===== src/rtl/ctrl_pipe.sv =====
// Pipeline control sequencer: carries the decoded control bundle through ID/EX, EX/MEM
// and MEM/WB, and generates load-use/branch stalls, IF/ID flushes and EX forward selects.
module ctrl_pipe (
    input  logic       clk_i,
    input  logic       rst_i,
    input  logic [7:0] ctrl_i,
    input  logic       branch_i,
    input  logic       eq_i,
    input  logic       jump_i,
    input  logic [4:0] rs_i,
    input  logic [4:0] rt_i,
    input  logic [4:0] rd_i,
    output logic       ex_alusrc_o,
    output logic [1:0] ex_aluop_o,
    output logic       ex_regdst_o,
    output logic [1:0] forward_a_o,
    output logic [1:0] forward_b_o,
    output logic       mem_read_o,
    output logic       mem_write_o,
    output logic       wb_regwrite_o,
    output logic       wb_memtoreg_o,
    output logic [4:0] wb_dest_o,
    output logic       stall_o,
    output logic       flush_o
);

    localparam int C_ALUSRC   = 0;
    localparam int C_REGDST   = 3;
    localparam int C_MEMREAD  = 4;
    localparam int C_MEMWRITE = 5;
    localparam int C_REGWRITE = 6;
    localparam int C_MEMTOREG = 7;

    typedef struct packed {
        logic [7:0] ctrl;
        logic [4:0] dest;
        logic [4:0] rs;
        logic [4:0] rt;
    } id_ex_t;

    typedef struct packed {
        logic       mem_read;
        logic       mem_write;
        logic       reg_write;
        logic       memtoreg;
        logic [4:0] dest;
    } ex_mem_t;

    typedef struct packed {
        logic       reg_write;
        logic       memtoreg;
        logic [4:0] dest;
    } mem_wb_t;

    id_ex_t  id_ex_q,  id_ex_d;
    ex_mem_t ex_mem_q, ex_mem_d;
    mem_wb_t mem_wb_q, mem_wb_d;

    logic load_use, br_stall, stall, flush;

    // $0 is hardwired, so a zero destination never creates a dependency.
    function automatic logic dep_hit(input logic [4:0] dest, input logic [4:0] a,
                                     input logic [4:0] b);
        return (dest != 5'd0) && ((dest == a) || (dest == b));
    endfunction

    // The younger producer (EX/MEM) holds the newer value and takes priority.
    function automatic logic [1:0] fwd_sel(input logic [4:0] src, input ex_mem_t em,
                                           input mem_wb_t mw);
        logic [1:0] sel;
        sel = 2'b00;
        if (em.reg_write && em.dest != 5'd0 && em.dest == src)
            sel = 2'b10;
        else if (mw.reg_write && mw.dest != 5'd0 && mw.dest == src)
            sel = 2'b01;
        return sel;
    endfunction

    always_comb begin
        load_use = id_ex_q.ctrl[C_MEMREAD] & dep_hit(id_ex_q.dest, rs_i, rt_i);
        br_stall = branch_i &
                   ((id_ex_q.ctrl[C_REGWRITE] & dep_hit(id_ex_q.dest, rs_i, rt_i)) |
                    (ex_mem_q.mem_read & dep_hit(ex_mem_q.dest, rs_i, rt_i)));
        stall    = ~rst_i & (load_use | br_stall);
        // A stalled branch re-resolves next cycle, so it must not flush yet.
        flush    = ~rst_i & ~stall & ((branch_i & eq_i) | jump_i);
    end

    always_comb begin
        id_ex_d = '0;
        if (!(stall || branch_i || jump_i)) begin
            id_ex_d.ctrl = ctrl_i;
            id_ex_d.dest = ctrl_i[C_REGDST] ? rd_i : rt_i;
            id_ex_d.rs   = rs_i;
            id_ex_d.rt   = rt_i;
        end

        ex_mem_d.mem_read  = id_ex_q.ctrl[C_MEMREAD];
        ex_mem_d.mem_write = id_ex_q.ctrl[C_MEMWRITE];
        ex_mem_d.reg_write = id_ex_q.ctrl[C_REGWRITE];
        ex_mem_d.memtoreg  = id_ex_q.ctrl[C_MEMTOREG];
        ex_mem_d.dest      = id_ex_q.dest;

        mem_wb_d.reg_write = ex_mem_q.reg_write;
        mem_wb_d.memtoreg  = ex_mem_q.memtoreg;
        mem_wb_d.dest      = ex_mem_q.dest;
    end

    always_ff @(posedge clk_i) begin
        if (rst_i) begin
            id_ex_q  <= '0;
            ex_mem_q <= '0;
            mem_wb_q <= '0;
        end else begin
            id_ex_q  <= id_ex_d;
            ex_mem_q <= ex_mem_d;
            mem_wb_q <= mem_wb_d;
        end
    end

    always_comb begin
        ex_alusrc_o   = id_ex_q.ctrl[C_ALUSRC];
        ex_aluop_o    = id_ex_q.ctrl[2:1];
        ex_regdst_o   = id_ex_q.ctrl[C_REGDST];
        forward_a_o   = fwd_sel(id_ex_q.rs, ex_mem_q, mem_wb_q);
        forward_b_o   = fwd_sel(id_ex_q.rt, ex_mem_q, mem_wb_q);
        mem_read_o    = ex_mem_q.mem_read;
        mem_write_o   = ex_mem_q.mem_write;
        wb_regwrite_o = mem_wb_q.reg_write;
        wb_memtoreg_o = mem_wb_q.memtoreg;
        wb_dest_o     = mem_wb_q.dest;
        stall_o       = stall;
        flush_o       = flush;
    end

endmodule


===== config.mk =====
export PLATFORM = sky130hd
export DESIGN_NAME = ctrl_pipe
export DESIGN_NICKNAME = d
export VERILOG_FILES = /design/src/rtl/ctrl_pipe.sv
export SDC_FILE = /design/constraint.sdc
export NUM_CORES = 1
export LEC_CHECK = 0
export ABC_AREA = 1
export BUFFER_PORTS_ARGS = -buffer_cell sky130_fd_sc_hd__buf_4
export CAP_MARGIN = 20
export CORE_UTILIZATION = 55
export DETAILED_ROUTE_END_ITERATION = 6
export PLACE_DENSITY = 0.82
export SYNTH_ARGS = -nofsm -noshare
export SYNTH_HDL_FRONTEND = slang
export SYNTH_SLANG_ARGS = --single-unit

===== constraint.sdc =====
create_clock -name clk_i -period 3.88 [get_ports clk_i]
set_clock_uncertainty 0.1 [all_clocks]
set_input_delay 0.388 -clock clk_i [delete_from_list [all_inputs] [get_ports clk_i]]
set_output_delay 0.388 -clock clk_i [all_outputs]
set_load 0.03 [all_outputs]

# Word level (Yosys, flattened, before mapping)
# Index checks and enable logic that the tools add are counted.
# totals
regBits	39
in_bits	28
# classes
eq_ne	8
mux	5
n_bitwise	13
reduce_logical	16
# ops
cell	n
$eq A5 B5 Y1	8
$reduce_bool A5 Y1	3
$and A1 B1 Y1	8
$logic_and A1 B1 Y1	8
$mux W5	1
$logic_or A1 B1 Y1	4
$mux W2	2
$or A1 B1 Y1	3
$mux W1	2
$not A1 Y1	2
$reduce_or A2 Y1	1

# Longest topological paths before layout
# logic_depth
word_depth	11
ltp_mapped	11

# Worst setup path after synthesis
# Ideal clock, no wire load.
# synth_timing
kind	flip-flop to output port
startpoint	register ex_mem_q[0] (netlist bit)
endpoint	output port forward_b_o[0]
arrival_ns	1.754
t_required_ns	3.392
slack_ns	1.638
stages_incl_launch_ff	7
path_buffers	1
path_cell_list	dfxtp_1 clkbuf_2 inv_1 nand3_1 nand2_1 nor3_1 nor3_1
# synth_between
elab_chain_cells	4
word_cells_on_any_way	5
# synth_lines
element	line	rtl
start: declaration	56	ex_mem_t ex_mem_q, ex_mem_d;
start signal: assignment	116	ex_mem_q <= ex_mem_d;
$reduce_bool A5 Y1	72	if (em.reg_write && em.dest != 5'd0 && em.dest == src)
$logic_and A1 B1 Y1	72	
$logic_and A1 B1 Y1 (*)	72	
$mux W2 (*)	72	
end: declaration	17	output logic [1:0] forward_b_o,
# Mark *: on every way between the ends. The rest lies on a longest branch, timed or not.

# Worst setup path after layout
# layout_timing
startpoint	register ex_mem_q[0] (netlist bit)
endpoint	output port stall_o
# layout_between
elab_chain_cells	8
word_cells_on_any_way	10
# layout_lines
element	line	rtl
$eq A5 B5 Y1	64	return (dest != 5'd0) && ((dest == a) || (dest == b));
$logic_or A1 B1 Y1	64	
$logic_and A1 B1 Y1 (*)	64	
$and A1 B1 Y1 (*)	83	(ex_mem_q.mem_read & dep_hit(ex_mem_q.dest, rs_i, rt_i)));
$or A1 B1 Y1 (*)	82	((id_ex_q.ctrl[C_REGWRITE] & dep_hit(id_ex_q.dest, rs_i, rt_i)) |
$and A1 B1 Y1 (*)	81	br_stall = branch_i &
$or A1 B1 Y1 (*)	84	stall = ~rst_i & (load_use | br_stall);
$and A1 B1 Y1 (*)	84	
end: declaration	23	output logic stall_o,
# Marks and branches as above.

==> flow_summary.ini <==
[outcome]
status = finished, final reports clean

[die]
core_area_mm2 = 0.003128
ioPinCount = 47
dieHeight_um = 60.11
rows = 20
dieArea_mm2 = 0.003613
initial_core_util = 0.5936
fp.dieW_um = 60.11

[worst_setup_path]
arrival_ps = 1740
startpoint_type = flop
r2r-start = ex_mem_q[3]$_SDFF_PP0_
crit_fanout = 6
r2r_cells = 7
critical_path_class = reg2out
worstSetupStartpoint = ex_mem_q[0]$_SDFF_PP0_
end_kind = output port
worstPathRequired_ps = 3390

[synth]
ys_seq_area_frac = 0.4205
synth_top_area_frac = 0.4205
synth_top_cell_by_area = dfxtp_1
ys_seq_elements = 39
synth_xor_area_frac = 0.1368
synth.distinct_cells = 22
synth_cells = 244
syn-num-nets = 272
synth_compound_area_frac = 0.02156
syn_area_mm2 = 0.001857
synth_adder_area_share = 0
synth_warnings = 0
synth.area.top_cells = dfxtp_1 42%, nand2_1 9.1%, xnor2_1 9.0%
synth.mux.area_fraction = 0
yosys.area_share.simple = 0.3012
syn_area_per_cell_um2 = 7.610
synth_top_family_by_area = simple AND/OR/NAND/NOR gates

[layout]
antenna_cells = 0
fin_util = 0.7128
nets = 314
layout_commonest_cell = buf_4
syn2layout_area_growth_pct = 20.08
seqCellArea_um2 = 780.7
nFillCells = 267
layout_common_cells = 46 x buf_4, 45 x nand2_1, 39 x dfxtp_1
drive_above_1_share = 0.2718
multi_input_area_um2 = 853.3

[global_route]
track_usage = 0.1979
top_usage_layer = met2
met3_usage = 0.03896
grt_use_met1 = 0.2255
grt_max_degree = 24
grt_pass1_vias = 1265
antenna_found_initial = 0
groute.layer.met2.usage = 0.3469
grt_overflow_total = 0
grt_pass1_wl_mm = 5.140

[sta]
max_freq_ghz = 0.4480
whs_ps = 162.7
hold_violations = 0
setup_ws_ps = 1648
slew_violations = 0
rsz0062_at_grt = no
worst_pin_slew_ps = 512.7
fin_tns_setup_ps = 0
timing.final.crit_share = 0.5753
fin_crit_ps = 2232
relSlewSlack = 0.6575
finalSetupViolCount = 0

[cts]
cts_tree = built
htree_levels = 2
insertion_delay_ps = 330
clk_pin_slew_worst_paths_ps = 110
cts_buffer_depth = 2
cts_buffers = 5
ctsResizeCount = 0
hold_buffers = 0
root_buffer = clkbuf_4
clock-sinks = 39
post-cts-setup-buffer-count = 0

[route]
totalWireLength_mm = 3.267
drt-wirelength-per-cell_um = 9.870
avgViaCountPerCell = 4.492
drtIter0Drc = 36
num_vias = 1487
drc = 0
first_pass_iters = 4
drtAntennaViolNets = 0

[power]
vdd_drop_max_mv = 0.2316
power_density_mw_per_mm2 = 317.4
p_leak_nw = 1.115

[min_path]
hp-start = ctrl_i[6]
worstHoldPathCells = 3
hp-class = in2reg

[flow_run]
drv_cap = 0

[placed_design]
place_ws_ps = 1999
portBuffers = 46
gp_congestion = 0.8503
dp_hpwl_mm = 2.621
power breakdown:
group	leakage, nW	internal, mW	total [mW]	switching (mW)
clock	0.0347	0.0675	0.192	0.125
combinational	0.763	0.0458	0.0980	0.0521
sequential	0.317	0.410	0.417	0.00793
final cells by class:
| type | instances | share of cell area |
|---|---|---|
| inverter | 38 | 0.06397 |
| timing repair buffer | 46 | 0.1549 |
| tap | 44 | 0.02469 |
| multi-input combinational | 156 | 0.3827 |
| clock buffer | 5 | 0.01684 |
| clock inverter | 3 | 0.006734 |
| sequential | 39 | 0.3502 |
path summary, 6_finish.rpt:
kind                                               end  slack, ps
worst max-delay path                           stall_o       1650
worst min-delay path            ex_mem_d[6]$_SDFF_PP0_        160
worst max register to register   id_ex_q[4]$_SDFF_PP0_       2100
worst min register to register  mem_write_o$_SDFF_PP0_        310
sequential cells by signal, indices dropped and copies added (netlist names):
register and flops:
ex_mem_q 7, id_ex_q 10, mem_read_o 1, ex_mem_d 9, mem_write_o 1, ex_alusrc_o 1
ex_regdst_o 1, wb_regwrite_o 1, wb_memtoreg_o 1, ex_aluop_o 2, wb_dest_o 5
synth_stat cells:
cell type	instances
nand3_1	8
xnor2_1	19
clkbuf_1	2
nand2_2	1
buf_1	1
nor3_2	1
clkbuf_2	1
nand2_1	45
xor2_1	10
nor2_1	34
a21oi_1	2
nor2_2	18
dfxtp_1	39
nor2_4	2
buf_6	3
nor3_1	5
inv_2	1
buf_4	4
inv_1	37
nand4_4	1
o21ai_0	6
nand4_1	4
metal layers:
layer	up-vias	part of all wire
li1	802	-
met1	644	0.44
met2	35	0.51
met3	6	0.035
met4	0	0.013
met5	-	0
stage by stage:
step	power, mW	instance area (um2)	instances
after global placement	0.5240	2177	323
after global routing	0.7418	2230	331
final	0.7078	2230	331
after floorplan	0.4885	1857	244
after detailed placement	0.5252	2177	323
after CTS	0.7156	2230	331
cell families (layout without fill, tap and decap cells):
logic type / after synthesis / count (layout)
and+or+nand+nor: 119 / 119
buffers and inverters: 49 / 92
DFF: 39 / 39
xor gates and xnor gates: 29 / 29
AOI/OAI and AO/OA: 8 / 8
worst max-delay path, cell delays in order, from the launching register on:
cell and delay, ps:
dfxtp_1 460, inv_1 120, nand2_1 70, nand2_1 40, nor2_1 130, nand3_1 90
nand2_1 90, nand2_2 80, a21oi_1 160, buf_4 180
No activity file was read; power rests on OpenSTA's default activity.
